### config.mk
export PLATFORM = sky130hd
export DESIGN_NAME = pin_cond
export DESIGN_NICKNAME = d
export VERILOG_FILES = /design/src/rtl/pin_cond_pkg.sv /design/src/rtl/pin_filt.sv /design/src/rtl/pin_cond.sv
export SDC_FILE = /design/constraint.sdc
export NUM_CORES = 1
export LEC_CHECK = 0
export BUFFER_PORTS_ARGS = -buffer_cell sky130_fd_sc_hd__buf_2
export CORE_UTILIZATION = 48
export DETAILED_ROUTE_END_ITERATION = 8
export PLACE_DENSITY_LB_ADDON = 0.25
export SETUP_SLACK_MARGIN = 0.02
export SYNTH_ARGS = -nofsm -noshare
export SYNTH_HDL_FRONTEND = slang
export SYNTH_SLANG_ARGS = --single-unit
### constraint.sdc
create_clock -name clk -period 7.81 [get_ports clk]
set_clock_uncertainty 0.05 [all_clocks]
set_input_delay 0 -clock clk [delete_from_list [all_inputs] [get_ports clk]]
set_output_delay 0 -clock clk [all_outputs]
set_load 0.02 [all_outputs]
### src/rtl/pin_cond_pkg.sv
// Shared constants for the pin conditioning stage that feeds the core's pin_in bus.
package pin_cond_pkg;

  localparam int PIN_W         = 32;
  localparam int SYNC_MIN      = 2;
  localparam int SYNC_MAX      = 4;
  localparam int FILT_BITS_DEF = 4;
  // Wide enough to count to SYNC_MAX + 1 startup edges.
  localparam int ARM_W         = $clog2(SYNC_MAX + 2);

  function automatic bit sync_len_ok(int n);
    return (n >= SYNC_MIN) && (n <= SYNC_MAX);
  endfunction

endpackage

### src/rtl/pin_filt.sv
// One pin: metastability synchronizer, optional glitch-reject filter and
// registered rise/fall event flags.
module pin_filt
  import pin_cond_pkg::*;
#(
  parameter int SYNC_STAGES = 2,
  parameter int FILT_BITS   = FILT_BITS_DEF
) (
  input  logic                 clk,
  input  logic                 res,
  input  logic                 pin_raw,
  input  logic                 filt_en,
  input  logic [FILT_BITS-1:0] filt_len,
  input  logic                 armed,
  output logic                 pin_in,
  output logic                 pin_rise,
  output logic                 pin_fall
);

  logic [SYNC_STAGES-1:0] sync_q, sync_d;
  logic [FILT_BITS-1:0]   cnt_q, cnt_d;
  logic                   pin_q, pin_d;
  logic                   rise_q, rise_d;
  logic                   fall_q, fall_d;
  logic                   s;

  assign s = sync_q[SYNC_STAGES-1];

  always_comb begin
    sync_d = {sync_q[SYNC_STAGES-2:0], pin_raw};
    pin_d  = pin_q;
    cnt_d  = '0;
    if (!filt_en) begin
      pin_d = s;
    end else if (s != pin_q) begin
      // >= (not ==) so a filt_len lowered below the running count commits at once.
      if (cnt_q >= filt_len) pin_d = s;
      else                   cnt_d = cnt_q + 1'b1;
    end
    rise_d = armed &  pin_d & ~pin_q;
    fall_d = armed & ~pin_d &  pin_q;
  end

  always_ff @(posedge clk or posedge res) begin
    if (res) begin
      sync_q <= '0;
      cnt_q  <= '0;
      pin_q  <= 1'b0;
      rise_q <= 1'b0;
      fall_q <= 1'b0;
    end else begin
      sync_q <= sync_d;
      cnt_q  <= cnt_d;
      pin_q  <= pin_d;
      rise_q <= rise_d;
      fall_q <= fall_d;
    end
  end

  assign pin_in   = pin_q;
  assign pin_rise = rise_q;
  assign pin_fall = fall_q;

endmodule

### src/rtl/pin_cond.sv
// Conditions WIDTH asynchronous pins into the clk domain; ready marks the end of
// the post-reset window during which edge flags are suppressed.
module pin_cond
  import pin_cond_pkg::*;
#(
  parameter int WIDTH       = PIN_W,
  parameter int SYNC_STAGES = 2,
  parameter int FILT_BITS   = FILT_BITS_DEF
) (
  input  logic                 clk,
  input  logic                 res,
  input  logic [WIDTH-1:0]     pin_raw,
  input  logic [WIDTH-1:0]     filt_en,
  input  logic [FILT_BITS-1:0] filt_len,
  output logic [WIDTH-1:0]     pin_in,
  output logic [WIDTH-1:0]     pin_rise,
  output logic [WIDTH-1:0]     pin_fall,
  output logic                 ready
);

  if (!sync_len_ok(SYNC_STAGES)) begin : g_bad_sync_stages
    $error("pin_cond: SYNC_STAGES must lie in %0d..%0d", SYNC_MIN, SYNC_MAX);
  end

  logic [ARM_W-1:0] arm_q, arm_d;
  logic             ready_q, ready_d;

  // Ready rises on the SYNC_STAGES+1'th edge after reset, once the chains hold real pin data.
  always_comb begin
    arm_d   = arm_q;
    ready_d = ready_q;
    if (!ready_q) begin
      if (arm_q == ARM_W'(SYNC_STAGES)) ready_d = 1'b1;
      else                              arm_d   = arm_q + 1'b1;
    end
  end

  always_ff @(posedge clk or posedge res) begin
    if (res) begin
      arm_q   <= '0;
      ready_q <= 1'b0;
    end else begin
      arm_q   <= arm_d;
      ready_q <= ready_d;
    end
  end

  assign ready = ready_q;

  for (genvar i = 0; i < WIDTH; i++) begin : g_pin
    pin_filt #(
      .SYNC_STAGES(SYNC_STAGES),
      .FILT_BITS  (FILT_BITS)
    ) u_filt (
      .clk     (clk),
      .res     (res),
      .pin_raw (pin_raw[i]),
      .filt_en (filt_en[i]),
      .filt_len(filt_len),
      .armed   (ready_q),
      .pin_in  (pin_in[i]),
      .pin_rise(pin_rise[i]),
      .pin_fall(pin_fall[i])
    );
  end

endmodule
* Yosys cells after proc, flatten, opt, wreduce, memory -nomap -nowiden
Cells that the tools add are included. W data, S select, Z words.
Cells by class: add/subtract/negate cells 33, multipliers 0, div/mod/pow operators 0, magnitude comparators 32, equality and inequality tests 33, shift operators 0, multiplexer cells 194, bitwise logic cells 194, reduce and logical (&&, ||, !) cells 1
Operators with widths (count):
- $mux W4 | 96
- $add A4 B1 Y4 const B | 32
- $and A1 B1 Y1 | 128
- $ge A4 B4 Y1 | 32
- $mux W1 | 98
- $not A1 Y1 | 66
- $ne A1 B1 Y1 | 32
- $add A3 B1 Y3 const B | 1
- $eq A3 B2 Y1 const B | 1
- $reduce_and A2 Y1 | 1
Storage, ports and cells: flip-flop bits (word level) 292, bits in latches 0, bits in writable memories 0, memory bits (read-only) 0, bits of input ports 70, word-level logic and storage cells 649, memories 0

* Longest topological paths before layout
Gate-level depths: netlist of the first run.
depth in word-level cells 7, depth in mapped cells 5, depth with buffers taken out 5

* Cells and area by module
From an unflattened synthesis of the first run, not the netlist that was laid out.
Second synthesis, totals: cell total of the unflattened synthesis 1169, area total of the unflattened synthesis 14453.9 um^2
Modules (own cells, without submodules):
- pin_filt | instances 32, cells an instance 36, area an instance 445.4 um^2
- pin_cond | instances 1, cells an instance 17, area an instance 200.2 um^2

* Worst setup path after synthesis of the first run
Ideal clock, no wire load.
path type input-to-reg, from input filt_len[1], to register g_pin[17].u_filt.pin_q, arrival time 1.641 ns, data required time 7.635 ns, path slack 5.995 ns, stages on the path 5, cells stage by stage inv_1 > ha_1 > o211ai_1 > o211a_1 > mux2_2
Between the ends: word-level cells in the longest chain between the ends 4
RTL lines:
- from (decl) | line pin_cond.sv:14 | input logic [FILT_BITS-1:0] filt_len,
- $ge A4 B4 Y1 | line pin_filt.sv:37 | if (cnt_q >= filt_len) pin_d = s;
- $mux W1 | line pin_filt.sv:37
- $mux W1 | line pin_filt.sv:35 | end else if (s != pin_q) begin
- $mux W1 | line pin_filt.sv:33 | if (!filt_en) begin
- named net g_pin[17].u_filt.pin_d | line pin_filt.sv:22 | logic pin_q, pin_d;
- to (signal assigned) | line pin_filt.sv:54 | pin_q <= pin_d;
- to (decl) | line pin_filt.sv:22
The timed path passes the listed nets, and every way through them passes these cells. A chain may end at the register's enable or synchronous reset.

* Worst setup path in the final report of the first run
from register g_pin[5].u_filt.cnt_q[0], to register g_pin[5].u_filt.pin_q
Between the ends: word-level cells in the longest chain between the ends 4
RTL lines:
- from (decl) | line pin_filt.sv:21 | logic [FILT_BITS-1:0] cnt_q, cnt_d;
- from (signal assigned) | line pin_filt.sv:53 | cnt_q <= cnt_d;
- $ge A4 B4 Y1 | line pin_filt.sv:37
- $mux W1 | line pin_filt.sv:37
- $mux W1 | line pin_filt.sv:35
- $mux W1 | line pin_filt.sv:33
- named net g_pin[5].u_filt.pin_d | line pin_filt.sv:22
- to (signal assigned) | line pin_filt.sv:54
- to (decl) | line pin_filt.sv:22
The timed path passes the listed nets, and every way through them passes these cells.

==> impl_results.md, run 1 <==
- Hold Path Class: input port to flip-flop
- Largest family of logic cells by synthesized area: simple AND/OR/NAND/NOR gates
- Unrepaired setup endpoints after global routing: false
- Worst-skew pair later-pin latency: ~0.5 ns
- R2r startpoint: g_pin[5].u_filt.cnt_q[0]$_DFF_PP0_
- Ant diodes: 0
- Share of cells above drive strength 1: 25.9%
- Worst path required time: 8.14 ns
- Setup CP Type: flip-flop to flip-flop
- Delay-heaviest family, CP: flip-flops
- Critical path peak fanout: 4
- Mapped Cells: 1147
- Non-Filler Instances: 1730
- Area growth syn-to-layout: 17.4%
- Hold buffers post-CTS: 65
- CTS resizes: 0
- Placed cell count: about 1.6k
- Largest net degree at the start of global routing: about 150
- Post-Layout Inst Area: between 15000 and 20000 um2
- CTS tree: done
- Core area: 29600 um2
- Placed instance area: 15000 um2
- FF+latch count, synth: about 300
- Initial Util: around half
- WP depth: 5
- Post-Syn Nets: 1379
- Fin crit share: about 23%
- Residual DRC: 0
- Outcome: completed
- Post-CTS Repair Setup Buffers: 0
- H-tree depth: 2
- Synth unique cells: 23
- Die Height: 175 um
- Clk sinks: ~290
- Leakage power: ~8.4 nW
- Worst setup SP type: flip-flop
- Most common library cell in the layout ignoring fill and taps: dfrtp_1
- CTS Buf Count: 34
- Detailed Route Iter0 Violations: 329
- Routed WL: 26100 um
- Buffer and inverter count on the worst path: 1
- Slew Limit Fails: 0
- Commonest non-fill, non-tap cells in the layout: dfrtp_1, buf_2, ha_1, nor2_1, dlygate4sd3_1
- Register area share after synthesis: 50.7%
- Mapped Area: 14400 um2
- Crit path DAT: 2.13 ns
- Worst path cell trace: inv_1, ha_1, nor3b_1, o211a_1, mux2_2
- First-pass GRT wire length: 44000 um
- Number of max-cap violations: 0
- Maximum clock rate: 556 MHz
- Worst-case reg-to-reg path depth: 5
- GP Congestion: 0.800
- Clock Pin Slew Worst Setup and Hold Paths: 0.06 ns
- Final layout net count: around 1.5k
- Fin crit period: 1.80 ns
- Worst-margin pin slew: about 1.0 ns
- CP Capture Type: flip-flop
- Synth Area in XOR/XNOR: 5.95%
- CP endpoint: g_pin[5].u_filt.pin_in$_DFF_PP0_
- Vias: 8843
- Synth Area in Simple Gates: between 10% and 20%
- Root Buffer: clkbuf_16
- Synth Area in Compound Gates: between 5 and 6%
- Final ANT Viol Nets: 0
- Reg2Reg Capture Point: g_pin[5].u_filt.pin_in$_DFF_PP0_
- I/O Pins: 167
- Power Dens Cells: 227 nW/um2
- Detailed Place HPWL: ~16000 um
- GRT Total Usage: 17.6%
- Worst hold path depth: 2
- Setup tns final: 0 ns
- Post-synthesis adder-cell area fraction: 14.1%
- CTS max path bufs: 3
- # rows: 63
- Highest-delay cell along the critical path: dfrtp_1
- Post-synthesis mux area share: under 10%
- Vias in the first global route: between 9k and 10k
- CP Launch Point: g_pin[5].u_filt.cnt_q[0]$_DFF_PP0_
- Chip Width: 175 um
- Peak VDD IR: 0.000163 V
- CP peak stage delay: around 0.4 ns
- Total grt overflow: 0
- Final hold violation count: 0
- Mean Syn Cell Area: between 10 and 15 um2
- Initial antenna violation count: 0
- Setup violators final: 0
- Die area: 30800 um2
- Ys Warns: 0
- Routed length per instance: 15.1 um
- Reg-to-reg setup timing slack: 6.01 ns
- Detailed Routing Iterations Pass 1: 4
- PortBufs: 166
- Worst rel slew slack: 30.3%
- DR vias/cell: 5.11
-- report_power, final --
group | internal (mW) | switching [mW]
Clock | 1.10 | 0.612
Sequential | 1.60 | 0.0754
Combinational | 0.206 | 0.250
-- routing by layer --
layer	wire length (um)	vias up	track usage [%]
met4	520	0	4.78
met5	0	-	0
met2	12200	125	29.2
li1	-	4349	-
met1	12500	4331	23.9
met3	907	38	3.03
-- cells by family after synthesis --
kind of cell	Yosys count
mux	33
simple gates	320
compound gates	98
flops	292
buf+inv	144
fa+ha+maj	162
xor+xnor	98
-- cell usage after synthesis --
master / n / share of area (%)
a211oi_1: 1 / 0.052
a21oi_2: 1 / 0.061
and3_1: 14 / 0.61
and3_2: 18 / 0.94
and4bb_2: 64 / 5.6
buf_2: 1 / 0.035
buf_4: 96 / 5.0
clkbuf_1: 6 / 0.16
dfrtp_1: 292 / 51
ha_1: 162 / 14
inv_1: 41 / 1.1
mux2_2: 32 / 2.5
mux2i_1: 1 / 0.069
nand2_1: 32 / 0.83
nand3_1: 32 / 1.1
nor2_1: 96 / 2.5
nor2b_1: 32 / 1.4
nor3b_1: 32 / 1.7
o2111ai_1: 32 / 1.9
o211a_1: 32 / 2.2
o211ai_1: 32 / 1.7
xnor2_1: 34 / 2.1
xor2_1: 64 / 3.9
-- layout make-up --
type / instances / area, um2
multi-input cells: 711 / 6220
inverters: 41 / 158
repair buffers: 235 / 1520
fillers: 2507 / 12700
flip-flops and latches: 292 / 7310
well taps: 390 / 488
clock buffers: 49 / 1050
clock inverters: 12 / 194
-- stage by stage --
step / hold WS [ns] / setup slack [ns] / util (%) / total power [mW]
finish: 0.0809 / 6.01 / 57.2 / 3.85
global route: 0.0577 / 5.61 / 57.2 / 4.03
CTS: 0.0583 / 5.88 / 57.2 / 3.91
detailed placement: 0.0593 / 5.53 / 50.8 / 2.14
global placement: 0.0578 / 5.62 / 50.8 / 2.13
floorplan: -0.0186 / 3.88 / - / 2.05
-- flip-flops by register name (all words and copies together), names as in the netlist --
| signal | cells |
|---|---|
| arm_q | 3 |
| g_pin.u_filt.cnt_q | 128 |
| g_pin.u_filt.pin_fall | 32 |
| g_pin.u_filt.pin_in | 32 |
| g_pin.u_filt.pin_rise | 32 |
| g_pin.u_filt.sync_q | 64 |
| ready | 1 |
-- worst min path at each step --
| stage | from | end | slack (ns) |
|---|---|---|---|
| floorplan | pin_raw[0] | g_pin[0].u_filt.sync_q[0]$_DFF_PP0_ | -0.02 |
| global placement | pin_raw[1] | g_pin[1].u_filt.sync_q[0]$_DFF_PP0_ | 0.06 |
| detailed placement | pin_raw[30] | g_pin[30].u_filt.sync_q[0]$_DFF_PP0_ | 0.06 |
| CTS | pin_raw[13] | g_pin[13].u_filt.sync_q[0]$_DFF_PP0_ | 0.06 |
| global route | pin_raw[10] | g_pin[10].u_filt.sync_q[0]$_DFF_PP0_ | 0.06 |
| finish | pin_raw[23] | g_pin[23].u_filt.sync_q[0]$_DFF_PP0_ | 0.08 |
Power figures use the tool's default switching activity.
==> run 2, diff against run 1 <==
clock period = 1.7 ns   (was 7.81 ns; I/O delays follow)
==> run 2 against run 1 <==
Effect of this change: design area up 8.2%; wire length is 7.6% higher; sequential share of layout area fell by 3.2 points; clock-buffer cell count decreased by 2; setup slack lost 6.0 ns; critical endpoint is now g_pin[8].u_filt.pin_in$_DFF_PP0_.
==> impl_results.md, run 2 (same netlist as run 1, synthesis figures left out) <==
- Peak VDD IR: between 0.0008 and 0.0009 V
- Place WS: -0.00426 ns
- Final hold violation count: 0
- Power Dens Cells: approximately 1000 nW/um2
- Root Buffer: clkbuf_16
- Slew Limit Fails: 0
- Final Power: roughly 18 mW
- Total grt overflow: 0
- Crit path DAT: 1.99 ns
- PortBufs: 166
- Outcome: completed
- I/O Pins: 167
- Final layout net count: 1625
- Hold Worst Slack: 0.0852 ns
- Share of cells above drive strength 1: between 30% and 40%
- GRT Total Usage: 18.6%
- Unrepaired setup endpoints after global routing: true
- Ant diodes: 0
- Leakage power: 8.91 nW
- Detailed Route Iter0 Violations: 320
- Top Registers: g_pin.u_filt.cnt_q (128), g_pin.u_filt.sync_q (64)
- Detailed Routing Iterations Pass 1: 4
- Largest Register: g_pin.u_filt.cnt_q
- Residual DRC: 0
- Detailed Place HPWL: 18800 um
- Maximum clock rate: a little over 600 MHz
- Critical path peak fanout: 4
- H-tree depth: 2
- Initial Util: 48.7%
- # rows: 63
- CTS Buf Count: 34
- Final Core Density: 61.8%
- Worst setup SP type: flip-flop
- Worst-margin pin slew: 0.489 ns
- DR vias/cell: 5.13
- Initial antenna violation count: 1
- CP Capture Type: flip-flop
- Fin crit share: 97.4%
- Worst rel slew slack: 67.4%
- Clk sinks: 292
- Commonest non-fill, non-tap cells in the layout: dfrtp_1, buf_2, ha_1, nor2_1
- Area growth syn-to-layout: 27.0%
- Die Height: 175 um
- Final ANT Viol Nets: 0
- Vias in the first global route: 9518
- Routed length per instance: 15.5 um
- Setup CP Type: flip-flop to flip-flop
- Most common library cell in the layout ignoring fill and taps: dfrtp_1
- Setup violators final: 0
- Routed WL: 28100 um
- Worst-skew pair later-pin latency: about 0.50 ns
- Chip Width: approximately 180 um
- First-pass GRT wire length: 46400 um
- Final WS setup: 0.0444 ns
- Fin crit period: 1.66 ns
- Worst path required time: 2.03 ns
- CTS max path bufs: 3
- Largest net degree at the start of global routing: 92
- CTS tree: done
- Largest register FFs: 128
- Die area: between 30000 and 40000 um2
- Clock Pin Slew Worst Setup and Hold Paths: 0.06 ns
- Core area: 29600 um2
- Number of max-cap violations: 0
- Hold Path Class: input port to flip-flop
- GP Congestion: 0.780
- Vias: 9268
[run 2: cell types whose count changed in the layout (fill, tap and decap cells not counted), moves of 14 or more]
| cell | change |
|---|---|
| buf_12 | +14 |
| buf_4 | +63 |
| ha_1 | -33 |
| ha_4 | +33 |
| nor3b_1 | -32 |
| nor3b_2 | +31 |
[run 2: worst max-delay path: stages (launching register included)]
cell,delay (ns)
dfrtp_2,0.43
ha_4,0.24
o211ai_1,0.22
o211a_1,0.26
mux2_2,0.34
[run 2: per-layer routing]
metal	wire [um]	track usage, %
met3	1210	3.51
met5	17	0
met1	12600	24.5
met2	13800	31.4
met4	476	4.67
[run 2: what timing repair did]
action | 4_1_cts | 5_1_grt
endpoints found under the hold margin | 420 | 0
buffers inserted | 0 | 31
setup endpoints to repair | 0 | 31
gates resized for setup | 0 | 29
hold buffers | 66 | 0
[run 2: worst paths after layout]
| path | from | to | slack [ns] | cells past startpoint |
|---|---|---|---|---|
| max in group asynchronous | res | g_pin[4].u_filt.cnt_q[1]$_DFF_PP0_ | 0.30 | 5 |
| max | g_pin[8].u_filt.cnt_q[1]$_DFF_PP0_ | g_pin[8].u_filt.pin_in$_DFF_PP0_ | 0.04 | 4 |
| min in group asynchronous | res | g_pin[21].u_filt.cnt_q[3]$_DFF_PP0_ | 0.54 | 4 |
| min | pin_raw[14] | g_pin[14].u_filt.sync_q[0]$_DFF_PP0_ | 0.09 | 2 |
| min reg2reg | g_pin[12].u_filt.sync_q[0]$_DFF_PP0_ | g_pin[12].u_filt.sync_q[1]$_DFF_PP0_ | 0.30 | 0 |
| max reg2reg | g_pin[8].u_filt.cnt_q[1]$_DFF_PP0_ | g_pin[8].u_filt.pin_in$_DFF_PP0_ | 0.04 | 4 |
[run 2: power breakdown]
group | internal, mW | leakage, nW | switching (mW)
Sequential | 7.37 | 3.78 | 0.327
Clock | 5.01 | 0.613 | 2.82
Combinational | 1.30 | 4.53 | 1.33
[run 2: layout make-up]
cell class / count / area, um2
Clock buffer: 47 / 1030
Multi-Input combinational cell: 711 / 6830
Fill cell: 2308 / 11300
Sequential cell: 292 / 7310
Clock inverter: 14 / 201
Inverter: 41 / 169
Timing Repair Buffer: 313 / 2290
Tap cell: 390 / 488
[run 2: through the flow]
stage | TNS [ns] | cell area [um2] | std cells
global placement | 0 | 16100 | 1650
global route | -0.0396 | 18300 | 1808
floorplan | -769.04 | 14900 | 1147
CTS | 0 | 18000 | 1777
finish | 0 | 18300 | 1808
detailed placement | -0.00426 | 16100 | 1650
==> run 3, diff against run 2 <==
CORE_MARGIN = 2   (was not set)
==> run 3 against run 2 <==
Effect of this change: worst hold slack better by 0.0017 ns; first-iteration DRC count rose by 1.9%; non-clock buffer count rose by 18; clock power shrank 7.8%; wire length about the same; core utilization increased by 0.13 points; critical path type unchanged; via count rose by 0.70%; design area increased by 0.21%; highest routed layer is now met4; register-to-register slack about the same.
==> impl_results.md, run 3 (same netlist as run 1, synthesis figures left out) <==
- Final ANT Viol Nets: 0
- Worst rel slew slack: between 60% and 70%
- Chip Width: around 180 um
- Most common library cell in the layout ignoring fill and taps: dfrtp_1
- Detailed Route Iter0 Violations: ~330
- Worst-case reg-to-reg path depth: 4
- Hold Path Class: input port to flip-flop
- Residual DRC: 0
- Highest-delay cell along the critical path: dfrtp_2
- Crit path DAT: between 1.5 and 2 ns
- Slew Limit Fails: 0
- Vias: 9333
- Area growth syn-to-layout: 27.3%
- Setup tns final: 0 ns
- Share of cells above drive strength 1: between 30% and 40%
- Critical path peak fanout: 4
- Post-Layout Inst Area: 18400 um2
- Worst-margin pin slew: 0.505 ns
- Setup violators final: 0
- Power Dens Cells: approximately 960 nW/um2
- Die Height: approximately 180 um
- Die area: 31500 um2
- CTS max path bufs: 3
- Final layout net count: 1643
- Fin crit share: 97.2%
- Vias in the first global route: 9559
- Initial antenna violation count: 1
- CP Capture Type: flip-flop
- # rows: 63
- Commonest non-fill, non-tap cells in the layout: dfrtp_1, buf_2, ha_1, nor2_1, buf_4
- GP Congestion: 0.788
- Total grt overflow: 0
- Maximum clock rate: 605 MHz
- Final hold violation count: 0
- Outcome: completed
- Leakage power: 8.96 nW
- Worst path required time: ~2.0 ns
- PortBufs: roughly 170
- Routed length per instance: between 15 and 20 um
- Switch Pwr: 4.43 mW
- I/O Pins: approximately 170
- First-pass GRT wire length: 46100 um
- Unrepaired setup endpoints after global routing: true
- Placed instance area: 16100 um2
- DR vias/cell: 5.11
- Final WS setup: 0.0484 ns
- CTS tree: done
- GRT Total Usage: 18.0%
- Clock Pin Slew Worst Setup and Hold Paths: 0.06 ns
- Clk pwr share: 41.0%
- Largest net degree at the start of global routing: 95
- Setup CP Type: flip-flop to flip-flop
- Fin crit period: 1.65 ns
- Place WS: -0.0255 ns
- CP peak stage delay: roughly 0.44 ns
- Pint: 13.2 mW
- Filler cells: 2366
- Detailed Routing Iterations Pass 1: 4
- Largest Register: g_pin.u_filt.cnt_q
- Peak VDD IR: ~0.00086 V
- Combinational share of power: approximately 15%
- Core area: 29600 um2
- Hold Worst Slack: approximately 0.087 ns
- Worst setup SP type: flip-flop
- Routed WL: 28100 um
- Clk sinks: 292
- Largest register FFs: around 130
- Number of max-cap violations: 0
- Top Registers: g_pin.u_filt.cnt_q (128), g_pin.u_filt.sync_q (64)
- Seq pwr share: between 40 and 50%
- H-tree depth: 2
- Root Buffer: clkbuf_16
- Worst path cell trace: ha_4, o211ai_1, o211a_1, mux2_2
- Initial Util: 48.7%
- Detailed Place HPWL: 19300 um
- CTS Buf Count: 34
- Sw Share: around a quarter
- Worst-skew pair later-pin latency: approximately 0.5 ns
- Worst hold path depth: 2
## run 3: cell types whose count changed in the layout (fill, tap and decap cells not counted), moves of 2 or more
cell | previous run | this run
buf_12 | 15 | 13
buf_4 | 66 | 86
bufinv_16 | 5 | 2
clkbuf_16 | 37 | 35
clkbuf_8 | 7 | 9
dfrtp_1 | 289 | 286
dfrtp_2 | 2 | 6
mux2_2 | 23 | 18
mux2_4 | 9 | 14
## run 3: critical path: cells and delay by family, from the launching register on
family,cells,cell delay (ns)
muxes,1,0.34
adders and majority gates,1,0.24
DFF,1,0.44
AOI/OAI and AO/OA,2,0.46
## run 3: what timing repair did
action,in CTS,in global routing
resized for setup,7,28
pin swaps,0,72
setup endpoints to repair,7,35
buffers inserted,0,44
hold buffers,66,0
endpoints found under the hold margin,420,0
## run 3: per-stage QoR
step	utilization (%)	cells	power, mW
floorplan	-	1147	9.55
global placement	54.3	1655	10.1
detailed placement	54.3	1655	10.2
CTS	60.4	1781	17.7
global route	61.9	1825	18.5
finish	62.0	1826	17.6
## run 3: layout make-up
class	count	area [um2]	area share, %
clock inverter	12	120	0.654
multi-input combinational	711	6860	37.3
timing repair buffer	331	2400	13.1
clock buffer	48	1010	5.53
inverter	41	169	0.920
tap	390	488	2.66
antenna	1	2.50	0.0136
sequential	292	7310	39.8
## run 3: final timing paths
check                      slack, ns                                 start                                   end
setup / recovery                0.05    g_pin[3].u_filt.cnt_q[1]$_DFF_PP0_      g_pin[3].u_filt.pin_in$_DFF_PP0_
hold / removal                  0.09                           pin_raw[11]  g_pin[11].u_filt.sync_q[0]$_DFF_PP0_
setup reg to reg                0.05    g_pin[3].u_filt.cnt_q[1]$_DFF_PP0_      g_pin[3].u_filt.pin_in$_DFF_PP0_
hold reg to reg                 0.29  g_pin[26].u_filt.sync_q[0]$_DFF_PP0_  g_pin[26].u_filt.sync_q[1]$_DFF_PP0_
max in group asynchronous       0.33                                   res    g_pin[5].u_filt.cnt_q[1]$_DFF_PP0_
min in group asynchronous       0.51                                   res     g_pin[11].u_filt.pin_in$_DFF_PP0_
## run 3: routing by layer
layer  vias to the layer above  track usage [%]  routed length [um]
li1                       4548                -                   -
met1                      4607             24.0               12900
met2                       140             30.4               13700
met3                        38             3.23                1060
met4                         0             4.44                 483
met5                         -                0                   0
## run 3: power by group through the flow
stage / Combinational [mW] / Clock, mW / Sequential [mW]
after floorplan: 1.76 / 0 / 7.78
after global placement: 2.34 / 0 / 7.81
after detailed placement: 2.39 / 0 / 7.82
after CTS: 2.54 / 7.47 / 7.70
after global routing: 3.01 / 7.77 / 7.75
final: 2.70 / 7.22 / 7.70
